`src/rtl/shift4_reg.sv`:
```
// -----------------------------------------------------------------------------
// shift4_reg
//   Parallel-load, right-shifting register, `size` bits wide (default 4).
//   On each rising clk edge the register either loads a parallel word, shifts
//   right by one position, or holds. q always shows the register contents
//   directly; there is no combinational path from any input to q.
//
//   Ports
//     clk     in   1     rising-edge clock
//     areset  in   1     asynchronous active-high clear of the register
//     load    in   1     parallel load enable (wins over ena)
//     ena     in   1     shift-right enable
//     data    in   size  parallel load value, sampled only when load=1
//     q       out  size  register contents
//
//   Build option
//     SHIFT4_ROTATE_EN  when defined, an ena shift rotates right (q[0] wraps
//                       into the MSB) instead of zero-filling. Default build
//                       (undefined) is a logical shift right.
// -----------------------------------------------------------------------------
module shift4_reg #(
  parameter int size = 4
) (
  input  logic            clk,
  input  logic            areset,
  input  logic            load,
  input  logic            ena,
  input  logic [size-1:0] data,
  output logic [size-1:0] q
);

  logic [size-1:0] r_q;
  logic [size-1:0] w_q_next;

  // One-position right move. The LSB is either discarded (zero fill) or
  // wrapped into the MSB, depending on the build.
  function automatic logic [size-1:0] shift_right(input logic [size-1:0] v);
`ifdef SHIFT4_ROTATE_EN
    return {v[0], v[size-1:1]};
`else
    return {1'b0, v[size-1:1]};
`endif
  endfunction

  // Next-state select: load > ena > hold. data is only consulted on the
  // load branch, so an undriven bus never reaches the register otherwise.
  always_comb begin
    w_q_next = r_q;
    if (load) begin
      w_q_next = data;
    end else if (ena) begin
      w_q_next = shift_right(r_q);
    end
  end

  always_ff @(posedge clk or posedge areset) begin
    if (areset) begin
      r_q <= '0;
    end else begin
      r_q <= w_q_next;
    end
  end

  assign q = r_q;

endmodule

```
`config.mk`:
```
export PLATFORM = sky130hd
export DESIGN_NAME = shift4_reg
export DESIGN_NICKNAME = d
export VERILOG_FILES = /design/src/rtl/shift4_reg.sv
export SDC_FILE = /design/constraint.sdc
export NUM_CORES = 1
export LEC_CHECK = 0
export CAP_MARGIN = 20
export CELL_PAD_IN_SITES_DETAIL_PLACEMENT = 1
export CELL_PAD_IN_SITES_GLOBAL_PLACEMENT = 1
export CORE_AREA = 2 2 39 41
export DETAILED_ROUTE_END_ITERATION = 8
export DIE_AREA = 0 0 41 43
export GPL_TIMING_DRIVEN = 0
export PLACE_DENSITY = 0.54
export RECOVER_POWER = 100
export SYNTH_ARGS = -nofsm -noshare
export SYNTH_HDL_FRONTEND = slang
export SYNTH_SLANG_ARGS = --single-unit
```
`constraint.sdc`:
```
create_clock -name clk -period 1.6 [get_ports clk]
set_input_delay 0.32 -clock clk [delete_from_list [all_inputs] [get_ports clk]]
set_output_delay 0.32 -clock clk [all_outputs]
set_load 0.005 [all_outputs]
```
Word level (Yosys, flattened, before mapping)
Index checks and enable logic that the tools add are counted.
{"block": "word_totals", "ff_bits": 4, "inputBits": 8, "out_inout_bits": 4, "word_cells": 4}
{"block": "op_classes", "muxes": 2, "n_reduce_logical": 1}
{"operator": "$mux 4", "count": 2}
{"operator": "$reduce_bool 2->1", "count": 1}

Depth between registers and ports, before layout
Gate-level depths: netlist of the first run.
{"block": "depth", "depth_word": 2, "ltp_mapped": 2, "mapped_depth_nobuf": 2}

Least setup slack after synthesis of the first run
No wires, ideal clock.
{"block": "synth_timing", "path_kind": "register -> output", "from": "register r_q[3], in the netlist q[3]", "to": "output q[3]", "t_arrival_ns": 0.373, "t_required_ns": 1.280, "setup_slack_ns": 0.907, "path_stages_with_launch": 1, "n_path_buf": 0, "path_cell_list": "dfrtp_1"}
{"element": "start: declaration", "line_no": "32", "text": "logic [size-1:0] r_q;"}
{"element": "start signal: assignment", "line_no": "60", "text": "r_q <= w_q_next;"}
{"element": "end: declaration", "line_no": "29", "text": "output logic [size-1:0] q"}
No word-level cell between the ends.

Worst setup path after layout of the first run
{"block": "layout_timing", "from": "register r_q[1], in the netlist q[1]", "to": "output q[1]"}
No word-level cell between the ends.

==> summary.md, run 1 <==
| Metric | Value |
|---|---|
| Max reg flops | 4 |
| Power Dens Cells | about 900 nW/µm² |
| Initial Util | around an eighth |
| Final Hold Fails | 0 |
| Number of DRC markers in iteration 0 | 5 |
| Unrepaired setup endpoints after global routing | false |
| GRT Total Usage | 6.34% |
| Placed Cells | 44 |
| First-pass detailed-route iteration total | 2 |
| Actual slew at the worst max-slew pin | 0.241 ns |
| Area Growth Syn to Fin | 87.1% |
| Core Area | 1380 µm² |
| Critical Path End Type | primary output |
| Max frequency | 704 MHz |
| Placed cell areas | 305 µm² |
| Slew Limit Headroom | between 80 and 90% |
| Filler Cell Count | 158 |
| WP data required | around 1.3 ns |
| Number of synthesized flops with an enable pin | 0 |
| Crit path DAT | 1.10 ns |
| DR WL/cell | 9.30 µm |
| Post-route ant nets | 0 |
| Final nets | 41 |
| Setup violations, final | 0 |
| Register area share after synthesis | 57.1% |
| Initial antenna violation count | 0 |
| Area leader, netlist | dfrtp_1 |
| Share of cells above drive strength 1 | between 9 and 10% |
| Max-slew violations | 0 |
| Setup bufs post-CTS | 0 |
| Syn Area/Cell | 10.3 µm² |
| Main synth FF type | dfrtp_1 |
| H-tree depth | 1 |
| Via density | 3.66 |
| Worst setup SP type | flop |
| Yosys synthesis warning count | 0 |
| DRT Wirelength | 437 µm |
| TritonCTS Buffers | 3 |
| Max Cap Viol | 0 |
| Delay-heaviest family, CP | buffers and inverters |
| Clock sinks | 4 |
| Final Critical Period | 1.42 ns |
| Synth top area share | 57.1% |
| CTS clk-pin slew, worst paths | 0.04 ns |
| Fin Clk Skew | 0.00474 ns |
| Register area | 100 µm² |
| Critical path's slowest cell | clkdlybuf4s50_1 |
| Final TNS setup | 0 ns |
| Critical path buffers and inverters | 1 |
| Critical Path Max Stage Delay | 0.51 ns |
| First-pass GRT wire length | 683 µm |
| Critical path peak fanout | 3 |
| Post-route cell area | ~330 µm² |
| Number of global-route vias before repair | 180 |
| Die area | 1760 µm² |
| P_leak | 0.145 nW |
| Largest net degree at the start of global routing | 9 |
| Detailed-route via count | 172 |
| Final cell count without fillers | 47 |
| Status | complete, no violations |
| Post-synth net total | 25 |
| Most frequent cells after synthesis | 4 x dfrtp_1, 4 x nand2_1, 3 x mux2i_1, 3 x o21ai_1 |
| Die height | 43 µm |
| Multi-input logic area | between 70 and 80 µm² |
| Global route overflow | 0 |
| CTS root buffer | clkbuf_4 |
| Row cnt | 14 |
| Post-Syn Instances | 17 |
| Final period utilization | between 80% and 90% |
| Dominant cells by area after synthesis | dfrtp_1 57%, mux2i_1 17%, o21ai_1 8.6% |
| Worst-Skew Late Latency | 0.23 ns |
| Ports | 12 |
| Worst vdd ir | roughly 0.51 mV |
| Routability cong. | 0.640 |
| Async set-reset flop share out of synthesis | 100% |
| Yosys reg bits | 4 |
| Inserted Diodes | 0 |
| PortBufs | 11 |
| Yosys cell types | 7 |
| Die W | between 40 and 50 µm |
| Syn Std Cell Area | about 180 µm² |
| Post_cts resized | 0 |
| HP Class | input pin to async pin |
| Crit-path cells | clkdlybuf4s50_1 |
| Critical path type | flop to primary output |
| CTS tree | done |
| DRC Markers | 0 |
| Max Root-Sink Buffers | 2 |
| Overall power | about 0.29 mW |
| Post-CTS Hold Buffers | 0 |
stage by stage:
step,hold slack [ns],setup slack (ns),util (%)
2_1_floorplan,0.0861,0.907,-
3_3_place_gp,0.515,0.278,22.1
3_5_place_dp,0.524,0.275,22.1
4_1_cts,0.274,0.162,23.7
5_1_grt,0.416,0.140,23.7
6_report,0.410,0.180,23.7
where the power goes:
part	switching [mW]	total [mW]	internal, mW	leakage, nW
clock network	0.0387	0.122	0.0837	0.0138
logic	0.0179	0.0550	0.0370	0.0818
registers	0.00629	0.118	0.111	0.0493
total	0.0629	0.295	0.232	0.145
cells by family (layout without fill, tap and decap cells):
kind of cell	count (synthesis)	after routing	synth area share, %
buf+inv	1	15	2.14
compound gates	4	4	11.4
flops	4	4	57.1
mux	3	3	17.1
simple gates	5	5	12.1
routing by layer:
layer	GRT usage [%]	wire length [µm]
met5	0	0
met4	2.00	0
met3	6.28	75
met2	8.13	191
met1	7.14	170
area by class of cell:
type                       count  area share [%]
tap                           16            6.11
timing repair buffer          11            33.6
multi-input combinational     12            21.8
sequential                     4            30.5
clock buffer                   3            6.87
inverter                       1            1.15
worst paths after layout:
kind	startpoint	end	slack (ns)	depth (start not counted)
max in group asynchronous	areset	q[3]	1.03	2
hold reg to reg	q[0]	q[0]	0.55	2
hold / removal	areset	q[0]	0.41	2
setup / recovery	q[1]	q[1]	0.18	1
setup reg to reg	q[2]	q[1]	0.87	2
min in group clk	q[0]	q[0]	0.55	2
layout by cell type, fill, tap and decap left out:
| master | instances |
|---|---|
| clkbuf_4 | 3 |
| clkdlybuf4s50_1 | 8 |
| dfrtp_1 | 4 |
| dlygate4sd3_1 | 3 |
| inv_1 | 1 |
| mux2i_1 | 3 |
| nand2_1 | 4 |
| nand2b_1 | 1 |
| o21ai_0 | 3 |
| o21ai_1 | 1 |
Note: power is estimated with default switching activity, not from simulation.
==> inputs of run 2 (changes only) <==
MAX_ROUTING_LAYER = met4   (was default)
==> results of run 2 <==
The final DEF is identical to that of run 1; final timing and power are the same.
Among the figures that moved: final weighted congestion in routability-driven placement 0.640 -> 0.646; overall routing resource usage 6.34% -> 6.50%
